File: src/rtl/reg_wb_pkg.sv
// Shared definitions for the register-file writeback arbiter: default widths,
// the round-robin history encoding and the conflict counter width.
package reg_wb_pkg;

    localparam int DEF_ADDR_W = 5;
    localparam int DEF_DATA_W = 32;
    localparam int CNT_W      = 8;

    typedef enum logic {
        LAST_A = 1'b0,
        LAST_B = 1'b1
    } last_grant_e;

endpackage

File: src/rtl/rr_pick2.sv
// Two-way round-robin picker: grants the sole valid requester, or on a tie
// the one that did not win most recently. Grants are one-hot or all-zero.
module rr_pick2
    import reg_wb_pkg::*;
(
    input  logic        a_valid,
    input  logic        b_valid,
    input  last_grant_e last_grant,
    output logic        a_grant,
    output logic        b_grant
);

    assign a_grant = a_valid && (!b_valid || (last_grant == LAST_B));
    assign b_grant = b_valid && (!a_valid || (last_grant == LAST_A));

endmodule

File: src/rtl/reg_wb_arbiter.sv
// Arbitrates ALU (A) and load (B) writebacks onto a single register-file
// write port with one cycle of registered latency and a tie counter.
module reg_wb_arbiter
    import reg_wb_pkg::*;
#(
    parameter int ADDR_W = DEF_ADDR_W,
    parameter int DATA_W = DEF_DATA_W
) (
    input  logic              clk,
    input  logic              rst_n,
    input  logic              stall,
    input  logic              a_valid,
    input  logic [ADDR_W-1:0] a_addr,
    input  logic [DATA_W-1:0] a_data,
    output logic              a_ready,
    input  logic              b_valid,
    input  logic [ADDR_W-1:0] b_addr,
    input  logic [DATA_W-1:0] b_data,
    output logic              b_ready,
    output logic              wr_en,
    output logic [ADDR_W-1:0] wr_addr,
    output logic [DATA_W-1:0] wr_data,
    output logic              sel,
    output logic [CNT_W-1:0]  conflict_cnt
);

    logic              req_ok;
    logic              a_grant;
    logic              b_grant;
    last_grant_e       last_grant_q, last_grant_d;
    logic              wr_en_q, wr_en_d;
    logic [ADDR_W-1:0] wr_addr_q, wr_addr_d;
    logic [DATA_W-1:0] wr_data_q, wr_data_d;
    logic              sel_q, sel_d;
    logic [CNT_W-1:0]  cnt_q, cnt_d;

    // Readies are forced low during stall and while reset is held.
    assign req_ok = rst_n && !stall;

    rr_pick2 u_pick (
        .a_valid    (a_valid && req_ok),
        .b_valid    (b_valid && req_ok),
        .last_grant (last_grant_q),
        .a_grant    (a_grant),
        .b_grant    (b_grant)
    );

    assign a_ready = a_grant;
    assign b_ready = b_grant;

    always_comb begin
        last_grant_d = last_grant_q;
        wr_en_d      = 1'b0;
        wr_addr_d    = wr_addr_q;
        wr_data_d    = wr_data_q;
        sel_d        = sel_q;
        cnt_d        = cnt_q;
        // Register 0 is hardwired, so its writes complete without a strobe.
        if (a_grant) begin
            wr_en_d      = |a_addr;
            wr_addr_d    = a_addr;
            wr_data_d    = a_data;
            sel_d        = 1'b0;
            last_grant_d = LAST_A;
        end else if (b_grant) begin
            wr_en_d      = |b_addr;
            wr_addr_d    = b_addr;
            wr_data_d    = b_data;
            sel_d        = 1'b1;
            last_grant_d = LAST_B;
        end
        if (a_valid && b_valid && !stall && (cnt_q != {CNT_W{1'b1}})) begin
            cnt_d = cnt_q + CNT_W'(1);
        end
    end

    always_ff @(posedge clk or negedge rst_n) begin
        if (!rst_n) begin
            last_grant_q <= LAST_B;
            wr_en_q      <= 1'b0;
            wr_addr_q    <= '0;
            wr_data_q    <= '0;
            sel_q        <= 1'b0;
            cnt_q        <= '0;
        end else begin
            last_grant_q <= last_grant_d;
            wr_en_q      <= wr_en_d;
            wr_addr_q    <= wr_addr_d;
            wr_data_q    <= wr_data_d;
            sel_q        <= sel_d;
            cnt_q        <= cnt_d;
        end
    end

    assign wr_en        = wr_en_q;
    assign wr_addr      = wr_addr_q;
    assign wr_data      = wr_data_q;
    assign sel          = sel_q;
    assign conflict_cnt = cnt_q;

endmodule

File: config.mk
export PLATFORM = sky130hd
export DESIGN_NAME = reg_wb_arbiter
export DESIGN_NICKNAME = d
export VERILOG_FILES = /design/src/rtl/reg_wb_pkg.sv /design/src/rtl/rr_pick2.sv /design/src/rtl/reg_wb_arbiter.sv
export SDC_FILE = /design/constraint.sdc
export NUM_CORES = 1
export LEC_CHECK = 0
export CELL_PAD_IN_SITES_DETAIL_PLACEMENT = 1
export CELL_PAD_IN_SITES_GLOBAL_PLACEMENT = 1
export CORE_MARGIN = 8
export CORE_UTILIZATION = 31
export CTS_BUF_LIST = sky130_fd_sc_hd__clkbuf_16
export CTS_CLUSTER_SIZE = 10
export DETAILED_ROUTE_END_ITERATION = 6
export PLACE_DENSITY_LB_ADDON = 0.1
export SYNTH_ARGS = -nofsm -noshare
export SYNTH_HDL_FRONTEND = slang
export SYNTH_SLANG_ARGS = --single-unit
File: constraint.sdc
create_clock -name clk -period 4.6 [get_ports clk]
set_input_delay 0.92 -clock clk [delete_from_list [all_inputs] [get_ports clk]]
set_output_delay 0.92 -clock clk [all_outputs]
set_load 0.1 [all_outputs]
==> results_dict.tcl <==
set metrics [dict create \
    slew_headroom 0.245 \
    drive_gt1_frac 0.0876 \
    viasPerCell 5.11 \
    wl_per_cell_um 18.9 \
    slew_viol_final 0 \
    power_density_nw_per_um2 518 \
    clk_pin_slew_ps 70 \
    synth_top_cell_area_share 0.464 \
    ys_ff_latch 48 \
    diodes 0 \
    gr-total-overflow 0 \
    hold_violations 0 \
    antenna_found_initial 0 \
    fillers 929 \
    setup-violations-final 0 \
    hold_class "register to register" \
    power.internal_mw 1.05 \
    core_area_um2 8090 \
    fin_area_um2 4050 \
    yosys_warnings 0 \
    cts_resized 0 \
    outcome "complete, no violations" \
    cts_buffer_depth 2 \
    crit_required_ps 3680 \
    yosys_most_used_dff "dfrtp_1" \
    num_rows 33 \
    grt_max_degree 40 \
    grt_first_pass_wirelength_mm 15.2 \
    start_util 0.314 \
    post_dp_cell_area_um2 3880 \
    synth_fp_nets 350 \
    critPathLaunchType "primary input" \
    yosysUniqueCellTypes 33 \
    power.share.switching 0.501 \
    critPathLaunch "stall" \
    skew_ps 4.66 \
    p_clk_frac 0.200 \
    setup.worst_path.class "primary input to primary output" \
    crit_path_end_kind "primary output" \
    synth_top_area_cell "dfrtp_1" \
    ant_nets 0 \
    synth_commonest_cells "dfrtp_1 (47), inv_1 (41), nand3_1 (40), o21ai_0 (40), o311ai_0 (27)" \
    cts_buffers 5 \
    min_from "wr_data[21]" \
    combPwrFrac 0.525 \
    post_cts_buffers 0 \
    period_minus_slack_ps 3160 \
    nets 467 \
    worst_pin_slew_ps 1130 \
    die_w_um 106 \
    rsz0062_at_grt "false" \
    synthToLayoutAreaGrowth_pct 59.6 \
    holdBufCountCts 0 \
    clkSinkCount 48 \
    vias 2517 \
    power.leakage_nw 1.63 \
    synth_enable_flop_cells 0 \
    fin_util 0.500 \
    ys_seq_area_frac 0.474 \
    maxCapViolations 0 \
    fmax_ghz 0.316 \
    portBuffers 127 \
    seq_area_um2 1200 \
    synth.area.top_cells "dfrtp_1 (46%), o311ai_0 (9.3%), nand3_1 (7.9%)" \
    multiInputGateArea_um2 1080 \
    grtUsageTotal 0.168 \
    grt_pass1_vias 2825 \
    cp.arrival_ps 2240 \
    reg2reg_from "conflict_cnt[0]" \
    drt-pass1-iter-count 4 \
    die_y_um 106 \
    drt_iter0_drc 40 \
    fin_total_pwr_mw 2.10 \
    num_io_pins 128 \
    cts_root_buf "clkbuf_16" \
    p_switching_mw 1.05 \
    finalWeightedCongestion 0.762 \
    yosysMostFrequentCell "dfrtp_1" \
    die-area_um2 11300 \
    cts_max_level 2 \
    p_seq_frac 0.275 \
    tritoncts "yes" \
    syn_area_per_cell_um2 9.40 \
    period_share 0.687 \
    drc 0 \
    netlist_area_um2 2540 \
    wl_mm 9.30 \
    netlist_instances 270 \
    synthArstFlopShare 1.00 \
    critPathMaxFanout 5 \
    clk_latency_ps 290 \
    tns_ps 0 \
    dp_hpwl_mm 6.29 \
    peakVddDrop_mv 0.188 \
]
-- final cells by class --
type                    instances  area share
multi-input cells             158       0.266
well taps                     105      0.0324
inverters                      41      0.0380
flip-flops and latches         48       0.297
repair buffers                133       0.326
clock inverters                 3      0.0105
clock buffers                   5      0.0309
-- metrics by stage --
stage / cells / hold slack, ps / setup slack (ps)
after floorplan: 270 / 503 / 1860
after global placement: 485 / 500 / 1450
after detailed placement: 485 / 515 / 1420
after CTS: 493 / 533 / 1420
after global routing: 493 / 558 / 1330
final: 493 / 529 / 1440
-- flip-flops by register name, summed over array words and instances (netlist names) --
| signal | count |
|---|---|
| wr_en | 1 |
| wr_data | 32 |
| conflict_cnt | 8 |
| wr_addr | 5 |
| last_grant_q | 1 |
| sel | 1 |
-- cell families (layout without fill, tap and decap cells) --
logic type      after synthesis  in the layout  share of synthesized area
compound gates               84             84                      0.249
xor+xnor                      2              2                    0.00690
fa+ha+maj                     1              1                    0.00493
buf+inv                      64            182                      0.108
flops                        48             48                      0.474
mux                           5              5                     0.0217
simple gates                 66             66                      0.135
-- metal layers --
| layer | vias up | GRT usage | wire length (µm) |
|---|---|---|---|
| li1 | 1208 | - | - |
| met1 | 1228 | 0.194 | 3770 |
| met2 | 73 | 0.286 | 4700 |
| met3 | 8 | 0.0605 | 732 |
| met4 | 0 | 0.0432 | 91 |
| met5 | - | 0 | 0 |
-- path summary, 6_finish.rpt --
kind | slack [ps] | to | depth (start not counted)
worst min register to register | 530 | wr_data[21] | 2
max in group asynchronous | 3160 | conflict_cnt[3] | 2
min in group asynchronous | 630 | wr_en | 1
worst max-delay path | 1440 | b_ready | 5
worst max register to register | 2870 | conflict_cnt[1] | 4
worst min-delay path | 530 | wr_data[21] | 2
-- cell usage in the layout, fill, tap and decap left out, types with 2 or more instances in the layout --
master           netlist  routed
clkdlybuf4s50_1        0     124
dfrtp_1               47      47
inv_1                 41      41
nand3_1               40      40
o21ai_0               40      40
o311ai_0              27      27
o311ai_2               8       8
buf_4                  0       7
nand2_1                6       6
clkbuf_16              0       5
nor2_1                 5       4
mux2_2                 4       4
nor3_1                 3       3
and3b_1                2       2
nand4_1                2       2
xnor2_1                2       2
o311ai_1               2       2
a21oi_1                2       2
-- power by group through the flow --
stage | Combinational (mW) | Clock (mW) | Sequential, mW
6_report | 1.10 | 0.419 | 0.577
5_1_grt | 1.15 | 0.448 | 0.591
4_1_cts | 1.11 | 0.434 | 0.579
3_5_place_dp | 1.11 | 0 | 0.585
3_3_place_gp | 1.10 | 0 | 0.581
2_1_floorplan | 0.157 | 0 | 1.21
-- worst max-delay path, cell delays in order --
cell and delay [ps]:
clkdlybuf4s50_1 480, and2b_1 310, nand3_1 150, inv_1 90, buf_4 280
Power figures use the tool's default switching activity.
